`src/rtl/rv_pkg.sv`:
```
// rtl/rv_pkg.sv - shared fetch widths, reset PC, NOP encoding, FSM states and entry type
package rv_pkg;

   localparam int              XLEN      = 32;
   localparam logic [XLEN-1:0] RESET_PC  = 32'h0000_0000;
   localparam logic [XLEN-1:0] NOP_INSTR = 32'h0000_0013;

   typedef enum logic [1:0] {
      REQ,
      WAIT,
      DRAIN
   } fetch_state_e;

   typedef struct packed {
      logic [XLEN-1:0] pc;
      logic [XLEN-1:0] instr;
      logic            misaligned;
   } fetch_entry_t;

endpackage

```
`src/rtl/fetch_fifo.sv`:
```
// rtl/fetch_fifo.sv - synchronous fetch FIFO with push, pop, flush and occupancy outputs
module fetch_fifo
   import rv_pkg::*;
#(
   parameter int  DEPTH = 2,
   localparam int PW    = $clog2(DEPTH),
   localparam int CW    = $clog2(DEPTH + 1)
) (
   input  logic          clk,
   input  logic          rst,
   input  logic          push,
   input  logic          pop,
   input  logic          flush,
   input  fetch_entry_t  wr_entry,
   output fetch_entry_t  rd_entry,
   output logic [CW-1:0] count,
   output logic          full,
   output logic          empty
);

   fetch_entry_t  mem_q [DEPTH];
   fetch_entry_t  mem_d [DEPTH];
   logic [PW-1:0] wr_ptr_q, wr_ptr_d;
   logic [PW-1:0] rd_ptr_q, rd_ptr_d;
   logic [CW-1:0] count_q, count_d;
   logic          do_push;
   logic          do_pop;

   assign full     = (count_q == CW'(DEPTH));
   assign empty    = (count_q == '0);
   assign count    = count_q;
   assign rd_entry = mem_q[rd_ptr_q];
   assign do_pop   = pop && !empty;
   // A push into a full FIFO is only taken when the head leaves in the same cycle
   assign do_push  = push && (!full || do_pop);

   // Next storage/pointer/count; flush discards every entry
   always_comb begin
      mem_d    = mem_q;
      wr_ptr_d = wr_ptr_q;
      rd_ptr_d = rd_ptr_q;
      count_d  = count_q;
      if (flush) begin
         wr_ptr_d = '0;
         rd_ptr_d = '0;
         count_d  = '0;
      end else begin
         if (do_push) begin
            mem_d[wr_ptr_q] = wr_entry;
            wr_ptr_d        = wr_ptr_q + PW'(1);
         end
         if (do_pop) begin
            rd_ptr_d = rd_ptr_q + PW'(1);
         end
         count_d = count_q + CW'(do_push) - CW'(do_pop);
      end
   end

   // FIFO state registers
   always_ff @(posedge clk or posedge rst) begin
      if (rst) begin
         for (int i = 0; i < DEPTH; i++) begin
            mem_q[i] <= '0;
         end
         wr_ptr_q <= '0;
         rd_ptr_q <= '0;
         count_q  <= '0;
      end else begin
         mem_q    <= mem_d;
         wr_ptr_q <= wr_ptr_d;
         rd_ptr_q <= rd_ptr_d;
         count_q  <= count_d;
      end
   end

endmodule

```
`src/rtl/fetch_unit.sv`:
```
// rtl/fetch_unit.sv - instruction fetch stage; FETCH_MISALIGN_CHECK_EN adds the misaligned-PC trap entry
module fetch_unit #(
   parameter int              XLEN      = rv_pkg::XLEN,
   parameter logic [XLEN-1:0] RESET_PC  = rv_pkg::RESET_PC,
   parameter int              BUF_DEPTH = 2
) (
   input  logic            clk,
   input  logic            rst,
   input  logic [XLEN-1:0] pc,
   output logic [XLEN-1:0] pc_next,
   output logic            imem_req_valid,
   input  logic            imem_req_ready,
   output logic [XLEN-1:0] imem_addr,
   input  logic            imem_rsp_valid,
   input  logic [XLEN-1:0] imem_rsp_data,
   input  logic            redirect_valid,
   input  logic [XLEN-1:0] redirect_pc,
   output logic            if_valid,
   input  logic            if_ready,
   output logic [XLEN-1:0] if_pc,
   output logic [XLEN-1:0] if_instr
`ifdef FETCH_MISALIGN_CHECK_EN
   ,
   output logic            if_misaligned
`endif
);

   import rv_pkg::*;

   localparam int CW = $clog2(BUF_DEPTH + 1);

   fetch_state_e    state_q, state_d;
   logic [XLEN-1:0] pc_inflight_q, pc_inflight_d;
   logic            outstanding;
   logic            slot_free;
   logic            pc_bad;
   logic            req_valid_int;
   logic            req_fire;
   logic            fifo_push;
   logic            fifo_pop;
   logic            fifo_full;
   logic            fifo_empty;
   logic [CW-1:0]   fifo_count;
   fetch_entry_t    push_entry;
   fetch_entry_t    head_entry;
   logic            unused_bits;

`ifdef FETCH_MISALIGN_CHECK_EN
   logic            mis_done_q, mis_done_d;
   assign pc_bad        = (pc[1:0] != 2'b00);
   assign if_misaligned = head_entry.misaligned;
   assign unused_bits   = fifo_full;
`else
   assign pc_bad        = 1'b0;
   assign unused_bits   = fifo_full ^ head_entry.misaligned;
`endif

   // A request always has a FIFO slot reserved, counting the one in flight
   assign outstanding   = (state_q != REQ);
   assign slot_free     = (int'(fifo_count) + int'(outstanding)) < BUF_DEPTH;
   assign req_valid_int = (state_q == REQ) && slot_free && !redirect_valid && !pc_bad;
   assign req_fire      = req_valid_int && imem_req_ready;

   assign imem_req_valid = req_valid_int && !rst;
   assign imem_addr      = pc;
   assign fifo_pop       = if_valid && if_ready;
   assign if_valid       = !fifo_empty;
   assign if_pc          = head_entry.pc;
   assign if_instr       = head_entry.instr;

   // Next PC: redirect wins, then a taken request advances, otherwise hold
   always_comb begin
      pc_next = pc;
      if (rst) begin
         pc_next = RESET_PC;
      end else if (redirect_valid) begin
         pc_next = redirect_pc;
      end else if (req_fire) begin
         pc_next = pc + XLEN'(4);
      end
   end

   // Fetch FSM next state, FIFO push and in-flight PC capture
   always_comb begin
      state_d       = state_q;
      pc_inflight_d = pc_inflight_q;
      fifo_push     = 1'b0;
      push_entry    = '{pc: pc_inflight_q, instr: imem_rsp_data, misaligned: 1'b0};
`ifdef FETCH_MISALIGN_CHECK_EN
      mis_done_d    = mis_done_q && !redirect_valid;
`endif
      case (state_q)
         REQ: begin
            if (req_fire) begin
               state_d       = WAIT;
               pc_inflight_d = pc;
            end
`ifdef FETCH_MISALIGN_CHECK_EN
            else if (slot_free && !redirect_valid && pc_bad && !mis_done_q) begin
               fifo_push  = 1'b1;
               push_entry = '{pc: pc, instr: NOP_INSTR, misaligned: 1'b1};
               mis_done_d = 1'b1;
            end
`endif
         end
         WAIT: begin
            if (imem_rsp_valid) begin
               // A response landing with a redirect is stale and dropped
               fifo_push = !redirect_valid;
               state_d   = REQ;
            end else if (redirect_valid) begin
               state_d = DRAIN;
            end
         end
         DRAIN: begin
            if (imem_rsp_valid) begin
               state_d = REQ;
            end
         end
         default: state_d = REQ;
      endcase
   end

   // FSM and in-flight PC registers
   always_ff @(posedge clk or posedge rst) begin
      if (rst) begin
         state_q       <= REQ;
         pc_inflight_q <= '0;
      end else begin
         state_q       <= state_d;
         pc_inflight_q <= pc_inflight_d;
      end
   end

`ifdef FETCH_MISALIGN_CHECK_EN
   // Misaligned trap entry is produced once per redirect target
   always_ff @(posedge clk or posedge rst) begin
      if (rst) begin
         mis_done_q <= 1'b0;
      end else begin
         mis_done_q <= mis_done_d;
      end
   end
`endif

   fetch_fifo #(
      .DEPTH (BUF_DEPTH)
   ) u_fifo (
      .clk      (clk),
      .rst      (rst),
      .push     (fifo_push),
      .pop      (fifo_pop),
      .flush    (redirect_valid),
      .wr_entry (push_entry),
      .rd_entry (head_entry),
      .count    (fifo_count),
      .full     (fifo_full),
      .empty    (fifo_empty)
   );

endmodule

```
`config.mk`:
```
export PLATFORM = sky130hd
export DESIGN_NAME = fetch_unit
export DESIGN_NICKNAME = d
export VERILOG_FILES = /design/src/rtl/rv_pkg.sv /design/src/rtl/fetch_fifo.sv /design/src/rtl/fetch_unit.sv
export SDC_FILE = /design/constraint.sdc
export NUM_CORES = 1
export LEC_CHECK = 0
export CAP_MARGIN = 10
export CORE_ASPECT_RATIO = 0.8
export CORE_UTILIZATION = 53
export DETAILED_ROUTE_END_ITERATION = 12
export PLACE_DENSITY = 0.87
export SETUP_SLACK_MARGIN = 0.05
export SLEW_MARGIN = 20
export SYNTH_ARGS = -nofsm -noshare
export SYNTH_HDL_FRONTEND = slang
export SYNTH_SLANG_ARGS = --single-unit
```
`constraint.sdc`:
```
create_clock -name clk -period 12.8 [get_ports clk]
set_clock_uncertainty 0.05 [all_clocks]
set_input_delay 2.56 -clock clk [delete_from_list [all_inputs] [get_ports clk]]
set_output_delay 2.56 -clock clk [all_outputs]
set_load 0.03 [all_outputs]
```
==> results of run 1 <==
cells in the mapped netlist, drive strengths merged (4+ instances only):
master | count | area [um^2]
mux2 | 219 | 2520
dfrtp | 166 | 4150
buf | 54 | 403
nor2 | 37 | 139
clkbuf | 27 | 101
nand2 | 18 | 70.1
nand4 | 16 | 106
a311oi | 14 | 123
nand3 | 13 | 65.1
o31ai | 11 | 82.6
or4 | 10 | 75.1
and4 | 9 | 78.8
inv | 9 | 33.8
o21ai | 9 | 45.0
a211oi | 8 | 60.1
nor2b | 7 | 43.8
nor4 | 7 | 58.8
xor2 | 6 | 52.6
and2 | 5 | 31.3
xnor2 | 5 | 43.8
o41a | 4 | 45.0
power groups by stage:
stage / Combinational (mW) / Sequential (mW) / Clock (mW)
finish: 1.11 / 0.841 / 0.505
global route: 1.17 / 0.867 / 0.534
CTS: 1.12 / 0.840 / 0.514
detailed placement: 1.11 / 0.847 / 0
global placement: 1.09 / 0.824 / 0
floorplan: 0.748 / 0.793 / 0
area by class of cell:
class	count	area [um^2]
Fill cell	1121	4500
Sequential cell	166	4160
Multi-Input combinational cell	425	3900
Timing Repair Buffer	237	2360
Clock buffer	21	460
Tap cell	215	269
Clock inverter	11	124
Inverter	9	38.8
logic make-up after synthesis:
| group | share of synthesized area |
|---|---|
| adder cells (fa/ha/maj) | 0.00438 |
| AND/OR/NAND/NOR | 0.0842 |
| XOR/XNOR | 0.0112 |
| buffers and inverters | 0.0628 |
| flip-flops | 0.485 |
| multiplexers | 0.296 |
| AO/OA/AOI/OAI | 0.0566 |
per-layer routing:
metal,track usage,wire [um]
met5,0,0
met2,0.433,10500
met1,0.343,8960
met4,0.0877,384
met3,0.0740,1510
worst paths after layout:
| check | to | slack, ps | cells after the start | from |
|---|---|---|---|---|
| hold reg to reg | u_fifo.mem_q[4] | 450 | 1 | u_fifo.mem_q[4] |
| setup reg to reg | u_fifo.mem_q[87] | 9750 | 5 | u_fifo.count[1] |
| hold / removal | u_fifo.mem_q[4] | 450 | 1 | u_fifo.mem_q[4] |
| setup / recovery | pc_next[27] | 3930 | 7 | redirect_valid |
| min in group asynchronous | u_fifo.mem_q[113] | 2860 | 3 | rst |
| max in group asynchronous | u_fifo.rd_ptr_q | 8360 | 4 | rst |
worst reg2reg max path: cells and delay by family, from the launching register on:
| kind | cells | cell delay [ps] |
|---|---|---|
| buffers and inverters | 1 | 630 |
| AND/OR/NAND/NOR | 3 | 1370 |
| flip-flops | 1 | 440 |
| multiplexers | 1 | 440 |
registers in the layout, indices dropped and copies added (netlist names):
name and cells:
u_fifo.count 2, state_q 2, u_fifo.mem_q 128, u_fifo.wr_ptr_q 1, u_fifo.rd_ptr_q 1, pc_inflight_q 32
through the flow:
stage           util  area, um^2  cells  setup slack [ps]
2_1_floorplan      -        8570    681              2800
3_5_place_dp   0.678       10700   1052              3750
5_1_grt        0.715       11300   1084              3780
3_3_place_gp   0.678       10700   1052              3920
4_1_cts        0.715       11300   1084              3750
6_report       0.715       11300   1084              3930
==> results.toml, run 1 <==
[critical_path]
startpoint_type = "input pin"
cp_common_cell = "clkdlybuf4s50_1"
critPathArrivalTime_ps = 6260
end_kind = "output pin"
critical_path.cell_chain = "clkdlybuf4s50_1, buf_4, nor4_4, nand4_2, o41a_1, a2111oi_1, clkdlybuf4s50_1"
cp_slowest_cell = "clkdlybuf4s50_1"
worstPathRequired_ps = 10190
cp_max_fo = 25
crit_buf_inv = 3
crit_type = "input pin to output pin"
worst_path_largest_cell_delay_ps = 750
crit_family = "buffers and inverters"

[floorplanning]
core-area_um2 = 15800
die_x_um = 144
ioPinCount = 232
initial_core_util = 0.543
row_count = 41
fp.dieH_um = 116
dieArea_um2 = 16700

[pwr]
p_switching_mw = 0.887
p_leak_nw = 4.80
totalPowerFinal_mw = 2.46
peakVddDrop_uv = 160
intPower_mw = 1.57
clkPwrFrac = 0.205
p_per_area_nw_per_um2 = 218
p_sw_frac = 0.360
p_seq_frac = 0.342
pwr-share-comb = 0.453

[route]
drt_iter0_markers = 342
viasPerCell = 5.77
antenna_left = 0
routedWlPerCell_um = 19.7
routed_wirelength_um = 21300
firstDrtPassIters = 5
num_vias = 6259
drc = 0

[timing]
hold_viol = 0
finalSetupViolations = 0
rsz0062_at_grt = "false"
drv_slew = 0
fmax_mhz = 113
holdWs_ps = 452
finalCritPeriodShare = 0.693
worst_slew_pin_slew_ps = 991
fin_crit_ps = 8870
relSlewSlack = 0.338
finalSetupTns_ps = 0

[clock_tree]
ctsResizeCount = 0
clk_path_buf_depth = 2
h-tree-depth = 4
cts.clk_slew.worst_paths_ps = 60
clock-root-buffer = "clkbuf_16"
ctsHoldBuffers = 0
cts_buffers = 17
clock_sinks = 166
clk_latency_ps = 430
cts_setup_buffers = 0
cts_tree = "built"

[final_layout]
area_growth_pct = 31.9
layout.nets = 961
layout_common_cells = "231 x clkdlybuf4s50_1, 205 x mux2_2, 165 x dfrtp_1, 37 x nor2_1, 17 x clkbuf_16"
drive_above_1_share = 0.303
num_antenna_cells = 0
layout.cells.most_common = "clkdlybuf4s50_1"

[global_routing]
antenna_found_initial = 0
grt_first_pass_wirelength_um = 33500
grt_pass1_vias = 6471
overflow = 0
grt_start_max_net_pins = 99
grt_use_total = 0.265

[placed_design]
gp_congestion = 0.802
port_buffers = 231
dp_hpwl_um = 14500

[yosys]
synthFlopType = "dfrtp_1"
avgSynthCellArea_um2 = 12.6
synth_edf_count = 0
syn_inst = 681
synth_cell_types = 45
synth-seq-cells = 166
yosysWarnings = 0
async_reset_ff_frac = 1.00
synth_area_um2 = 8570
synth-seq-area-share = 0.485
syn_nets = 786

[run]
cap_violations = 0

[hold_path]
hold_path.class = "flop to flop"

[status]
status = "complete, no violations"
Power figures use the tool's default switching activity.
==> run 2, diff against run 1 <==
--- a/config.mk
+++ b/config.mk
@@ -7,9 +7,9 @@
 export LEC_CHECK = 0
 export CAP_MARGIN = 10
 export CORE_ASPECT_RATIO = 0.8
-export CORE_UTILIZATION = 53
+export CORE_UTILIZATION = 44
 export DETAILED_ROUTE_END_ITERATION = 12
-export PLACE_DENSITY = 0.87
+export PLACE_DENSITY = 0.77
 export SETUP_SLACK_MARGIN = 0.05
 export SLEW_MARGIN = 20
 export SYNTH_ARGS = -nofsm -noshare
==> constraint.sdc (replaced) <==
create_clock -name clk -period 7.4 [get_ports clk]
set_clock_uncertainty 0.05 [all_clocks]
set_input_delay 1.48 -clock clk [delete_from_list [all_inputs] [get_ports clk]]
set_output_delay 1.48 -clock clk [all_outputs]
set_load 0.03 [all_outputs]
==> results.toml, run 2 (same netlist as run 1, synthesis figures left out) <==
[placed_design]
port_buffers = 231
gp_congestion = 0.815
dp_hpwl_um = 14200

[final_layout]
reg_top3 = "u_fifo.mem_q (128), pc_inflight_q (32)"
layout_common_cells = "229 x clkdlybuf4s50_1, 205 x mux2_2, 165 x dfrtp_1, 37 x nor2_1, 17 x clkbuf_16"
layout.nets = 965
fillers = 1613
drive_above_1_share = 0.309
multi_input_area_um2 = 3890
seq_area_um2 = 4160
layout.cells.most_common = "clkdlybuf4s50_1"
top_register = "u_fifo.mem_q"
largest_reg_flops = 128
num_antenna_cells = 0
fin_util = 0.599
area_growth_pct = 32.9

[clock_tree]
h-tree-depth = 4
ctsResizeCount = 0
ctsHoldBuffers = 0
cts_setup_buffers = 0
clk_path_buf_depth = 2
clock_sinks = 166
clk_latency_ps = 420
cts_tree = "built"
cts_buffers = 17
clock-root-buffer = "clkbuf_16"
cts.clk_slew.worst_paths_ps = 70

[pwr]
p_per_area_nw_per_um2 = 369
totalPowerFinal_mw = 4.20
p_leak_nw = 4.82
peakVddDrop_uv = 195

[critical_path]
rr_startpoint = "u_fifo.count[1]"
worstReg2RegEnd = "u_fifo.mem_q[53]"
cp_common_cell = "clkdlybuf4s50_1"
startpoint_type = "input pin"
crit_buf_inv = 2
end_kind = "output pin"
cp_slowest_cell = "or4_1"
worst_path_largest_cell_delay_ps = 720
critical_path.cell_chain = "clkdlybuf4s50_1, ha_1, and2_1, nand4_1, or4_1, a311oi_1, clkdlybuf4s50_1"
reg2reg_slack_ps = 4960
crit_type = "input pin to output pin"
cp_max_fo = 16
crit_family = "simple AND/OR/NAND/NOR gates"
reg2regPathDepth = 4
worstPathRequired_ps = 5870
critPathArrivalTime_ps = 4870

[route]
firstDrtPassIters = 4
routed_wirelength_um = 21300
num_vias = 6140
viasPerCell = 5.43
routedWlPerCell_um = 18.9
drt_iter0_markers = 254
drc = 0
antenna_left = 0

[timing]
fmax_mhz = 156
relSlewSlack = 0.325
drv_slew = 0
finalSetupTns_ps = 0
finalCritPeriodShare = 0.865
fin_crit_ps = 6400
hold_viol = 0
holdWs_ps = 451
finalSetupViolations = 0
rsz0062_at_grt = "false"
worst_slew_pin_slew_ps = 1010

[floorplanning]
fp.dieH_um = 127
ioPinCount = 232
dieArea_um2 = 20000
initial_core_util = 0.450
core-area_um2 = 19000
row_count = 45
die_x_um = 158

[status]
status = "complete, no violations"

[hold_path]
hold_path.class = "flop to flop"
min_path_cells = 1
min_to = "u_fifo.mem_q[31]"
min_from = "u_fifo.mem_q[31]"

[global_routing]
overflow = 0
antenna_found_initial = 1
grt_pass1_vias = 6131
grt_use_total = 0.221
grt_first_pass_wirelength_um = 34000
grt_start_max_net_pins = 76

[run]
cap_violations = 0
## run 2: changes by cell type in the layout (fill, tap and decap cells not counted), moves of 2 or more
cell / delta
buf_12: +2
clkinv_2: -2
bufinv_16: -2
inv_6: +2
clkdlybuf4s50_1: -2
inv_8: +2
clkinv_4: +2
buf_4: +3
## run 2: worst reg2reg max path: stages, from the launching register on
cell and delay, ps:
dfrtp_1 440, or3b_1 370, and4_1 280, nand2_4 740
mux2_2 440
## run 2: worst max-delay path by stage
stage          depth (start not counted)              to  start  slack (ps)
6_report                               7     pc_next[20]  pc[2]        1000
2_1_floorplan                          2  imem_req_valid    rst        1380
4_1_cts                                7     pc_next[20]  pc[2]        1030
5_1_grt                                7     pc_next[20]  pc[3]         850
3_5_place_dp                           7     pc_next[20]  pc[3]        1040
3_3_place_gp                           7     pc_next[20]  pc[2]        1120
## run 2: metal layers
| layer | vias up | GRT usage | part of all wire |
|---|---|---|---|
| met3 | 14 | 0.0605 | 0.070 |
| met4 | 2 | 0.0560 | 0.0086 |
| li1 | 2841 | - | - |
| met2 | 204 | 0.347 | 0.47 |
| met1 | 3079 | 0.300 | 0.45 |
| met5 | - | 0 | 0.00052 |
## run 2: report_power, final
part	switching [mW]	total (mW)	leakage (nW)	internal, mW
Sequential	0.248	1.48	2.12	1.24
Clock	0.393	0.842	0.269	0.450
Combinational	0.905	1.88	2.43	0.972
Total	1.55	4.20	4.82	2.66
## run 2: cell type report
class	instances	share of cell area
Sequential cell	166	0.365
Clock inverter	13	0.00988
Tap cell	258	0.0283
Timing Repair Buffer	241	0.213
Multi-Input combinational cell	425	0.342
Clock buffer	19	0.0389
Inverter	9	0.00329
## run 2: through the flow
stage / area, um^2 / std cells / setup WS (ps)
3_5_place_dp: 10800 / 1098 / 1040
4_1_cts: 11400 / 1130 / 1030
5_1_grt: 11400 / 1131 / 850
3_3_place_gp: 10800 / 1098 / 1120
2_1_floorplan: 8580 / 681 / 1380
6_report: 11400 / 1131 / 998
